[src/rtl/multicycle_ctrl.sv]
// Multi-cycle RV32I-subset sequencer: drives per-state enables/selects for a shared-memory datapath.
// Latency with mem_ready held high: OP/OP-IMM 4 cycles, LW 5, SW 4, branch 3.
// Backpressure: FETCH/MEM hold while mem_ready=0; after TIMEOUT consecutive stalls the controller enters ERR.
//
// Ports:
//   clk, rst (synchronous, active-high)
//   instr, eq, mem_ready: instruction register contents, ALU equality flag, memory completion
//   mem_req/mem_we/mem_addr_sel, ir_en/mdr_en, pc_en/pc_src: memory and register strobes
//   alu_src/alu_ctrl/imm_src, reg_we/result_src: datapath selects and writeback
//   halted/err/instr_count: status and retired-instruction counter
module multicycle_ctrl #(
    parameter int D_WIDTH = 32,
    parameter int TIMEOUT = 15
) (
    input  logic               clk,
    input  logic               rst,
    input  logic [31:0]        instr,
    input  logic               eq,
    input  logic               mem_ready,
    output logic               mem_req,
    output logic               mem_we,
    output logic               mem_addr_sel,
    output logic               ir_en,
    output logic               mdr_en,
    output logic               pc_en,
    output logic               pc_src,
    output logic               alu_src,
    output logic [2:0]         alu_ctrl,
    output logic [2:0]         imm_src,
    output logic               reg_we,
    output logic               result_src,
    output logic               halted,
    output logic               err,
    output logic [D_WIDTH-1:0] instr_count
);
    localparam logic [2:0] FETCH  = 3'd0;
    localparam logic [2:0] DECODE = 3'd1;
    localparam logic [2:0] EXEC   = 3'd2;
    localparam logic [2:0] MEM    = 3'd3;
    localparam logic [2:0] WB     = 3'd4;
    localparam logic [2:0] HALT   = 3'd5;
    localparam logic [2:0] ERR    = 3'd6;

    localparam int               WW        = $clog2(TIMEOUT + 1);
    // Value of the wait counter during the last tolerated stall cycle.
    localparam logic [WW-1:0]    WAIT_LAST = WW'(TIMEOUT - 1);

    logic [2:0]         state_q, state_d;
    logic [WW-1:0]      wait_q, wait_d;
    logic [D_WIDTH-1:0] cnt_q;

    logic [6:0] opcode;
    logic [2:0] funct3;
    logic       is_op, is_opimm, alu_legal, is_lw, is_sw, is_br, is_ecall;
    logic       unused_instr_bits;

    assign opcode    = instr[6:0];
    assign funct3    = instr[14:12];
    assign is_opimm  = (opcode == 7'b0010011);
    assign is_op     = (opcode == 7'b0110011);
    assign alu_legal = (is_op || is_opimm) &&
                       (funct3 == 3'b000 || funct3 == 3'b110 || funct3 == 3'b111);
    assign is_lw     = (opcode == 7'b0000011) && (funct3 == 3'b010);
    assign is_sw     = (opcode == 7'b0100011) && (funct3 == 3'b010);
    assign is_br     = (opcode == 7'b1100011) && (funct3 == 3'b000 || funct3 == 3'b001);
    assign is_ecall  = (opcode == 7'b1110011);
    assign unused_instr_bits = ^{instr[31], instr[29:15], instr[11:7]};

    // Datapath selects decode straight from instr regardless of state.
    logic       alu_src_d;
    logic [2:0] alu_ctrl_d, imm_src_d;

    always_comb begin
        alu_src_d  = is_opimm | is_lw | is_sw;
        imm_src_d  = 3'b000;
        alu_ctrl_d = 3'b000;
        if (is_sw) imm_src_d = 3'b001;
        else if (is_br) imm_src_d = 3'b010;
        if (is_br) begin
            alu_ctrl_d = 3'b001;
        end else if (is_op || is_opimm) begin
            case (funct3)
                // instr[30] only selects sub for register-register ops; for OP-IMM it is immediate data.
                3'b000:  alu_ctrl_d = (is_op && instr[30]) ? 3'b001 : 3'b000;
                3'b111:  alu_ctrl_d = 3'b010;
                3'b110:  alu_ctrl_d = 3'b011;
                default: alu_ctrl_d = 3'b000;
            endcase
        end
    end

    logic req_d, we_d, addr_sel_d, ir_en_d, mdr_en_d, pc_en_d, pc_src_d, reg_we_d, res_src_d;

    always_comb begin
        state_d    = state_q;
        wait_d     = '0;
        req_d      = 1'b0;
        we_d       = 1'b0;
        addr_sel_d = 1'b0;
        ir_en_d    = 1'b0;
        mdr_en_d   = 1'b0;
        pc_en_d    = 1'b0;
        pc_src_d   = 1'b0;
        reg_we_d   = 1'b0;
        res_src_d  = 1'b0;
        case (state_q)
            FETCH: begin
                req_d = 1'b1;
                if (mem_ready) begin
                    ir_en_d = 1'b1;
                    state_d = DECODE;
                end else if (wait_q == WAIT_LAST) begin
                    state_d = ERR;
                end else begin
                    wait_d = wait_q + 1'b1;
                end
            end
            DECODE: begin
                if (alu_legal || is_lw || is_sw || is_br) state_d = EXEC;
                else if (is_ecall)                        state_d = HALT;
                else                                      state_d = ERR;
            end
            EXEC: begin
                if (is_br) begin
                    pc_en_d  = 1'b1;
                    // funct3[0] distinguishes BNE from BEQ.
                    pc_src_d = funct3[0] ? ~eq : eq;
                    state_d  = FETCH;
                end else if (is_lw || is_sw) begin
                    state_d = MEM;
                end else begin
                    state_d = WB;
                end
            end
            MEM: begin
                req_d      = 1'b1;
                addr_sel_d = 1'b1;
                we_d       = is_sw;
                if (mem_ready) begin
                    if (is_sw) begin
                        pc_en_d = 1'b1;
                        state_d = FETCH;
                    end else begin
                        mdr_en_d = 1'b1;
                        state_d  = WB;
                    end
                end else if (wait_q == WAIT_LAST) begin
                    state_d = ERR;
                end else begin
                    wait_d = wait_q + 1'b1;
                end
            end
            WB: begin
                reg_we_d  = 1'b1;
                res_src_d = is_lw;
                pc_en_d   = 1'b1;
                state_d   = FETCH;
            end
            HALT:    state_d = HALT;
            ERR:     state_d = ERR;
            default: state_d = ERR;
        endcase
    end

    always_ff @(posedge clk) begin
        if (rst) begin
            state_q <= FETCH;
            wait_q  <= '0;
            cnt_q   <= '0;
        end else begin
            state_q <= state_d;
            wait_q  <= wait_d;
            if (pc_en_d) cnt_q <= cnt_q + 1'b1;
        end
    end

    // Every output is forced low while rst is high, including the first reset cycle.
    assign mem_req      = ~rst & req_d;
    assign mem_we       = ~rst & we_d;
    assign mem_addr_sel = ~rst & addr_sel_d;
    assign ir_en        = ~rst & ir_en_d;
    assign mdr_en       = ~rst & mdr_en_d;
    assign pc_en        = ~rst & pc_en_d;
    assign pc_src       = ~rst & pc_src_d;
    assign reg_we       = ~rst & reg_we_d;
    assign result_src   = ~rst & res_src_d;
    assign alu_src      = ~rst & alu_src_d;
    assign alu_ctrl     = rst ? 3'b000 : alu_ctrl_d;
    assign imm_src      = rst ? 3'b000 : imm_src_d;
    assign halted       = ~rst & ((state_q == HALT) || (state_q == ERR));
    assign err          = ~rst & (state_q == ERR);
    assign instr_count  = rst ? '0 : cnt_q;
endmodule

[config.mk]
export PLATFORM = sky130hd
export DESIGN_NAME = multicycle_ctrl
export DESIGN_NICKNAME = d
export VERILOG_FILES = /design/src/rtl/multicycle_ctrl.sv
export SDC_FILE = /design/constraint.sdc
export NUM_CORES = 1
export LEC_CHECK = 0
export ABC_CLOCK_PERIOD_IN_PS = 3370
export CAP_MARGIN = 25
export CORE_ASPECT_RATIO = 1.75
export CORE_MARGIN = 3
export CORE_UTILIZATION = 46
export CTS_CLUSTER_DIAMETER = 200
export DETAILED_ROUTE_END_ITERATION = 8
export GPL_ROUTABILITY_DRIVEN = 0
export GPL_TIMING_DRIVEN = 0
export PLACE_DENSITY = 0.81
export SLEW_MARGIN = 15
export SYNTH_ARGS = -nofsm -noshare
export SYNTH_HDL_FRONTEND = slang
export SYNTH_SLANG_ARGS = --single-unit
[constraint.sdc]
create_clock -name clk -period 3.37 [get_ports clk]
set_clock_uncertainty 0.1 [all_clocks]
set_input_delay 0.5055 -clock clk [delete_from_list [all_inputs] [get_ports clk]]
set_output_delay 0.5055 -clock clk [all_outputs]
set_load 0.03 [all_outputs]
==> results.md, run 1 <==
- In the synthesized netlist, the cells that appear most often are nor2_1 (41), dfxtp_1 (39), nor2b_1 (29), nand2_1 (19), nor3_1 (18).
- The net switching power of the design is about 0.28 mW.
- The arrival time at the worst endpoint is ~2.7 ns.
- The root buffer cell is clkbuf_8.
- The actual slew at the worst max-slew pin is between 0.8 and 0.9 ns.
- Buffers added to address setup during post-CTS repair amount to 0.
- The cell row count is 34.
- The number of fillers in the final layout is about 460.
- The clock latency of the later-clocked register in the worst-skew pair is just under 0.3 ns.
- The global-route wire length before repair is ~11 mm.
- The share of flip-flops with an asynchronous set or reset after synthesis is 0.
- The maximum vdd drop is about 0.00031 V.
- The count of antenna diodes in the layout is 0.
- The switching power as a share of total power is 0.284.
- Across the whole layout, storage elements account for 781 um^2.
- Summed over all cells, the static leakage comes to 1.21 nW.
- In the final routed layout, each cell accounts on average for about 16 um.
- Port buffering added between 60 and 70 buffers.
- The post-detailed-route via-to-cell ratio is 5.89.
- TritonCTS built the clock tree.
- The post-layout net count is 429.
- The die covers approximately 6400 um^2.
- The share of total power in the clock network is 0.336.
- The number of buffers and inverters on the critical path is 4.
- The total clock sinks is 39.
- Setup repair after global routing left no endpoint under its margin.
- The average cell area after synthesis is 7.78 um^2.
- The area inside the core boundary is 5100 um^2.
- The initial utilization of the core area, before any placement, comes to 0.488.
- The clock-pin slew of the registers on the worst-case setup and hold paths is roughly 0.070 ns.
- Overall power consumption after layout is estimated at around 0.97 mW.
- For this run, the total global-route usage over all layers was measured as 0.232.
- After legalization and detailed placement, the total HPWL measured around 5.3 mm.
- The area share of the largest cell type after synthesis is 0.314.
- The number of hold-repair buffers added at the cts stage is 0.
- The share of total power dissipated in sequential elements is 0.488.
- The total global routing overflow is 0.
- The total cell area at the placement stage is approximately 3200 um^2.
- Traced cell by cell, the critical path runs through dlygate4sd2_1, or4b_4, or4b_4, o22a_1, buf_6, buf_6, nor2_1, buf_4.
- The via count of the first global-routing pass was 2600.
- The worst setup path is launched from a primary input.
- The sum of routed wire length over all layers is ~7 mm.
- The synthesized design spends more area on one cell type than any other, namely dfxtp_1.
- Counting along the longest clock path gives a buffer depth of 2.
- The vertical extent of the die is 103 um.
- The remaining antenna violation count is 0.
- The number of DRC violations after detailed-routing iteration 0 is between 150 and 200.
- The worst hold path belongs to the class flop to flop.
- The worst setup path is of the primary input to primary output kind.
- From synthesis to final layout, the design area changed by 31.3%.
- In this run the tightest slew margin relative to its limit is 0.453.
- After synthesis the cells add up to about 2500 um^2.
- During synthesis, Yosys emitted a total of 0 warnings.
- The data required time of the critical path is approximately 2.8 ns.
- Yosys mapped a number of flops with a built-in enable equal to 0.
- After routing the design area is 3270 um^2.
- The maximum number of pins on one net before global-route repair is 20.
- The worst setup path is captured at a primary output.
- The total area of multi-input combinational cells is 1570 um^2.
- The ratio of total power to cell area is between 200 and 300 nW/um^2.
- The highest clock frequency the design can meet is about 300 MHz.
- The remaining design rule violation count is 0.
- The final number of hold-violating endpoints is 0.
- Ranked by total cell area, the synthesized netlist is headed by dfxtp_1 (31%), nor2b_1 (7.3%), nor2_1 (6.2%), mux2_1 (5.0%), nor3_1 (3.6%).
- The total number of vias is between 2000 and 3000.
- In the final layout, the share of cells above drive strength 1 is 0.0846.
- On the critical path, the stage with the largest delay is an instance of or4b_4.
- In this design, the stage delay of the slowest critical-path cell is around 0.55 ns.
- Pin placement for this block handled 86 I/O pins.
- The leading cell type by number of instances after synthesis is nor2_1.
- The cell-internal power is 0.697 mW.
- The initial antenna violation count is 0.
- Synthesis handed over a netlist of 320 instances.
- The share of synthesized area occupied by flip-flops and latches is 0.314.
- Setup violations remaining at the end of the flow were counted as 0.
- Along the worst path, the maximum fanout reaches 19.
- The cell family contributing the most delay on the critical path is simple AND/OR/NAND/NOR gates.
- From left edge to right edge, the die measures 61.6 um.
- The run finished with clean final reports.
- The number of different library cells in the post-synthesis netlist is 48.
- The first detailed-routing pass ran for 4 iterations.
- The routed design could run at a clock period as short as approximately 3.3 ns.
- The max-cap violation count is 0.
- Among all flip-flop cells after synthesis, the most frequent one is dfxtp_1.
- The total count of max-transition violations in the final report is 0.
- The H-tree was split into 2 levels.
- Dividing the final minimum period by the clock period gives 0.974.
- The number of buffers inserted during clock tree synthesis is 5.
- The number of register bits inferred by synthesis is 39.
- Of the total power, combinational logic draws 0.176.
- Hold timing on the final database bottoms out at a slack of around 0.37 ns.
flip-flops by register name (all words and copies together), names as in the netlist:
| signal | flops |
|---|---|
| wait_q | 4 |
| cnt_q | 32 |
| state_q | 3 |
kinds of logic after synthesis:
kind of cell,after synthesis,synth area share
other,1,0.00151
flip-flops,39,0.314
AO/OA/AOI/OAI,42,0.101
buffers and inverters,28,0.0578
XOR/XNOR,5,0.0176
adder cells (fa/ha/maj),3,0.0151
AND/OR/NAND/NOR,183,0.408
multiplexers,19,0.0855
layout by cell type (no fill, tap or decap), types with 5 or more instances in the layout:
cell type | netlist | final
or4_1 | 5 | 5
nand2b_1 | 6 | 6
mux2_1 | 11 | 11
a21oi_1 | 17 | 17
or3_1 | 11 | 11
nor3_1 | 18 | 18
inv_1 | 6 | 6
dlygate4sd2_1 | 0 | 6
clkbuf_1 | 13 | 9
nand4_1 | 11 | 11
nor2_1 | 41 | 41
clkbuf_8 | 0 | 6
nand2_1 | 19 | 19
dfxtp_1 | 39 | 39
nor2b_1 | 29 | 29
o21ai_0 | 12 | 12
mux2_2 | 7 | 7
nor4_1 | 7 | 7
nand3_1 | 17 | 17
clkdlybuf4s50_1 | 0 | 50
repair_timing:
item,in CTS,in global routing
resized for setup,18,6
setup endpoints to repair,16,4
cloned,0,0
per-stage QoR:
| step | TNS (ns) | utilization | cells | worst slack [ns] |
|---|---|---|---|---|
| 2_1_floorplan | 0 | - | 321 | 0.153 |
| 3_3_place_gp | -5.38 | 0.623 | 437 | -0.992 |
| 3_5_place_dp | -6.55 | 0.624 | 438 | -1.01 |
| 4_1_cts | 0 | 0.639 | 444 | 0.00642 |
| 5_1_grt | 0 | 0.640 | 444 | 0.0169 |
| 6_report | 0 | 0.640 | 444 | 0.0885 |
per-layer routing:
metal  track usage  wire length [um]  vias to the layer above
met1         0.247              2700                     1205
met2         0.429              3740                      105
met5             0                 0                        -
li1              -                 -                     1285
met4         0.111               202                        0
met3        0.0311               376                       20
power groups by stage:
stage                     sequential [mW]  combinational, mW  clock, mW
after global placement              0.486              0.171          0
after CTS                           0.475              0.171      0.329
after floorplan                     0.484              0.112          0
after detailed placement            0.486              0.173          0
final                               0.475              0.171      0.326
after global routing                0.476              0.188      0.345
area by class of cell:
cell class	count	area share
Sequential cell	39	0.239
Buffer	21	0.0375
Clock buffer	6	0.0253
Timing Repair Buffer	63	0.189
Tap cell	54	0.0207
Clock inverter	1	0.00153
Multi-Input combinational cell	254	0.480
Inverter	6	0.00689
path summary, 6_finish.rpt:
kind              depth (start not counted)  slack, ns       start        end
setup / recovery                          8       0.09   instr[14]      pc_en
hold / removal                            1       0.37   wait_q[0]  wait_q[0]
hold reg to reg                           1       0.37   wait_q[0]  wait_q[0]
setup reg to reg                          8       0.62  state_q[1]  cnt_q[14]
No activity file was read; power rests on OpenSTA's default activity.
==> inputs of run 2 (changes only) <==
CAP_MARGIN = unset   (was 25)
CORE_UTILIZATION = 25   (was 46)
PLACE_DENSITY = unset   (was 0.81)
==> run 2 against run 1 <==
Effect of this change:
- critical path depth unchanged
- register-to-register slack got worse by 0.03 ns
- hold slack got worse by 0.0048 ns
- first-iteration DRC count decreased by 36%
- core utilization decreased by 28 points
- fmax increased by 0.26%
- largest cell class unchanged
- largest power group is now clock
==> results.md, run 2 (synthesis gave the netlist of run 1 again) <==
- Measured along the y axis, the die boundary spans 138 um.
- The first routing iteration left about 120 violations.
- The total clock sinks is 39.
- The number of cells traversed by the worst register-to-register path is 8.
- Leaving out fill and tap cells, the most frequent cells in the layout are clkdlybuf4s50_1 (49), nor2_1 (41), dfxtp_1 (39), nor2b_1 (29), nand2_1 (19).
- The relative max-transition margin is 0.458.
- For this run, design rule violations remaining after detail routing come to 0.
- Summed over all cells, the static leakage comes to 1.24 nW.
- In this run the critical register-to-register path is launched from state_q[1].
- Of the available clock period, the critical path in the final layout requires 0.971.
- After detailed routing, the average wire length per cell comes to between 10 and 15 um.
- Summing all non-filler instances in the final layout gives an area of around 3400 um^2.
- TritonCTS built the clock tree.
- The end point of the most critical hold path is wait_q[0].
- The HPWL after detailed placement is about 5.8 mm.
- The global routing usage summed across all routing layers is 0.138.
- STA classifies the critical path startpoint as a primary input.
- The worst setup path is of the primary input to primary output kind.
- Across all register-to-register paths, the minimum setup slack is 0.59 ns.
- In this run the worst hold path is classified as flop to flop.
- In the final layout, the share of cells above drive strength 1 is 0.0872.
- The starting density of the core is 0.260.
- For this run the aggregate overflow at the end of global routing stands at 0.
- The total count of max-transition violations in the final report is 0.
- The data required time of the critical path is approximately 2.8 ns.
- The arrival time at the worst endpoint is ~2.7 ns.
- The root buffer cell is clkbuf_16.
- CTS built an H-tree with a depth of 2.
- The floorplan step defined a die boundary enclosing about 11000 um^2.
- The sum of routed wire length over all layers is between 7 and 8 mm.
- The initialized floorplan defines 47 standard-cell rows.
- In this run the tool buffered the top-level ports with 62 buffer cells.
- Overall power consumption after layout is estimated at between 1 and 1.5 mW.
- At the pin with the least slew margin, the transition time is 0.807 ns.
- The clock-pin slew of the registers on the worst-case setup and hold paths is around 0.060 ns.
- Setup total negative slack on the finished layout was measured at 0 ns.
- The run finished with clean final reports.
- The highest clock frequency the design can meet is between 300 and 400 MHz.
- The max-cap violation count is 0.
- IR analysis of the VDD net gives a maximum drop of 0.000165 V.
- The register containing the most flip-flops in the final layout is cnt_q.
- The number of flip-flops in the largest register is 32.
- The total number of vias is 2604.
- The startpoint of the worst hold path is wait_q[0].
- The library cell used most frequently in the layout, excluding fill and tap cells, is clkdlybuf4s50_1.
- The reg-to-reg endpoint is cnt_q[20].
- The post-detailed-route via-to-cell ratio is approximately 5.1.
- The number of hold-repair buffers added at the cts stage is 0.
- The number of placed instances with taps included is roughly 510.
- The element type at the critical path end is a primary output.
- Counting the buffers created by CTS gives 5.
- The maximum number of pins on one net before global-route repair is 20.
- Excluding fillers, the count of instances in the completed layout stands at a little over 500.
- In this run the worst path has a maximum fanout of 19.
- The post-layout net count is between 400 and 500.
- The longest clock path from root to sink contains 2 buffers.
- The count of antenna diodes in the layout is 0.
- The pre-antenna-repair detailed-routing pass consisted of 5 iterations.
- In the final layout, the multi-input gates occupy approximately 1600 um^2.
- The area growth from synthesis to layout is 38.0%.
- The remaining antenna violation count is 0.
- The setup violation total in the final timing report is 0.
- The initial antenna violation count is 0.
- The first global-routing pass estimated between 10 and 15 mm of wire.
- In this run the post-CTS setup repair buffer count came out at 0.
- The final number of hold-violating endpoints is 0.
- The clock reaches the later pin of the worst-skew pair after 0.28 ns.
- The post-route minimum period is roughly 3.3 ns.
- For this design the top-level I/O count stands at between 80 and 90.
- The via count of the first global-routing pass came to 2535.
- The die boundary width is 81.4 um.
- The region available for standard cell placement spans 9590 um^2.
- The instance count along the most critical hold path is 1.
- The largest registers in the layout are cnt_q: 32 flops, wait_q: 4 flops, state_q: 3 flops.
- In this run the power density over the cells is between 300 and 400 nW/um^2.
- The number of fillers in the final layout is between 1000 and 1500.
- The total area of sequential cells is roughly 780 um^2.
- The total cell area at the placement stage is about 3300 um^2.
- Setup repair after global routing left no endpoint under its margin.
-- run 2: cell types whose count changed in the layout (fill, tap and decap cells not counted), sizes merged --
| cell | previous run | this run |
|---|---|---|
| dlygate4sd2 | 6 | 8 |
| bufinv | 0 | 1 |
| clkbuf | 19 | 18 |
| clkdlybuf4s50 | 50 | 49 |
| dlymetal6s2s | 3 | 2 |
-- run 2: what timing repair did --
action	4_1_cts	5_1_grt
hold endpoints to repair	0	0
resized for setup	19	8
gates cloned	0	0
endpoints found under the setup margin	11	10
-- run 2: critical path, stage by stage --
cell and delay [ns]:
dlygate4sd2_1 0.30, or4b_4 0.53, or4b_4 0.54, o22a_1 0.20, buf_6 0.16, buf_6 0.17
nor2_1 0.09, buf_4 0.16
-- run 2: power by group --
group	switching (mW)	internal, mW
sequential	0.00690	0.469
combinational	0.107	0.0676
clock	0.187	0.368
-- run 2: worst max-delay path by stage --
stage	end	cells past startpoint	from
after floorplan	alu_src	2	instr[4]
after global placement	pc_en	9	instr[4]
after detailed placement	pc_en	9	instr[4]
after CTS	instr_count[8]	5	rst
after global routing	pc_en	9	instr[3]
final	pc_en	8	instr[14]
-- run 2: through the flow --
step	hold slack, ns	util	worst slack [ns]
final	0.366	0.358	0.0969
after global routing	0.390	0.358	0.00742
after CTS	0.373	0.358	0.000117
after detailed placement	0.359	0.341	-1.02
after global placement	0.341	0.341	-1.06
after floorplan	0.330	-	0.153
-- run 2: layout make-up --
type / instances / share of cell area
plain buffers: 21 / 0.0357
inverters: 6 / 0.00656
clock buffers: 6 / 0.0404
clock inverters: 2 / 0.0102
repair buffers: 62 / 0.177
flip-flops and latches: 39 / 0.227
well taps: 122 / 0.0444
multi-input cells: 254 / 0.458
-- run 2: layer usage --
layer	global-route usage	part of all wire	vias up
li1	-	-	1281
met1	0.150	0.39	1222
met2	0.249	0.52	82
met3	0.0267	0.058	19
met4	0.0686	0.029	0
met5	0	0	-
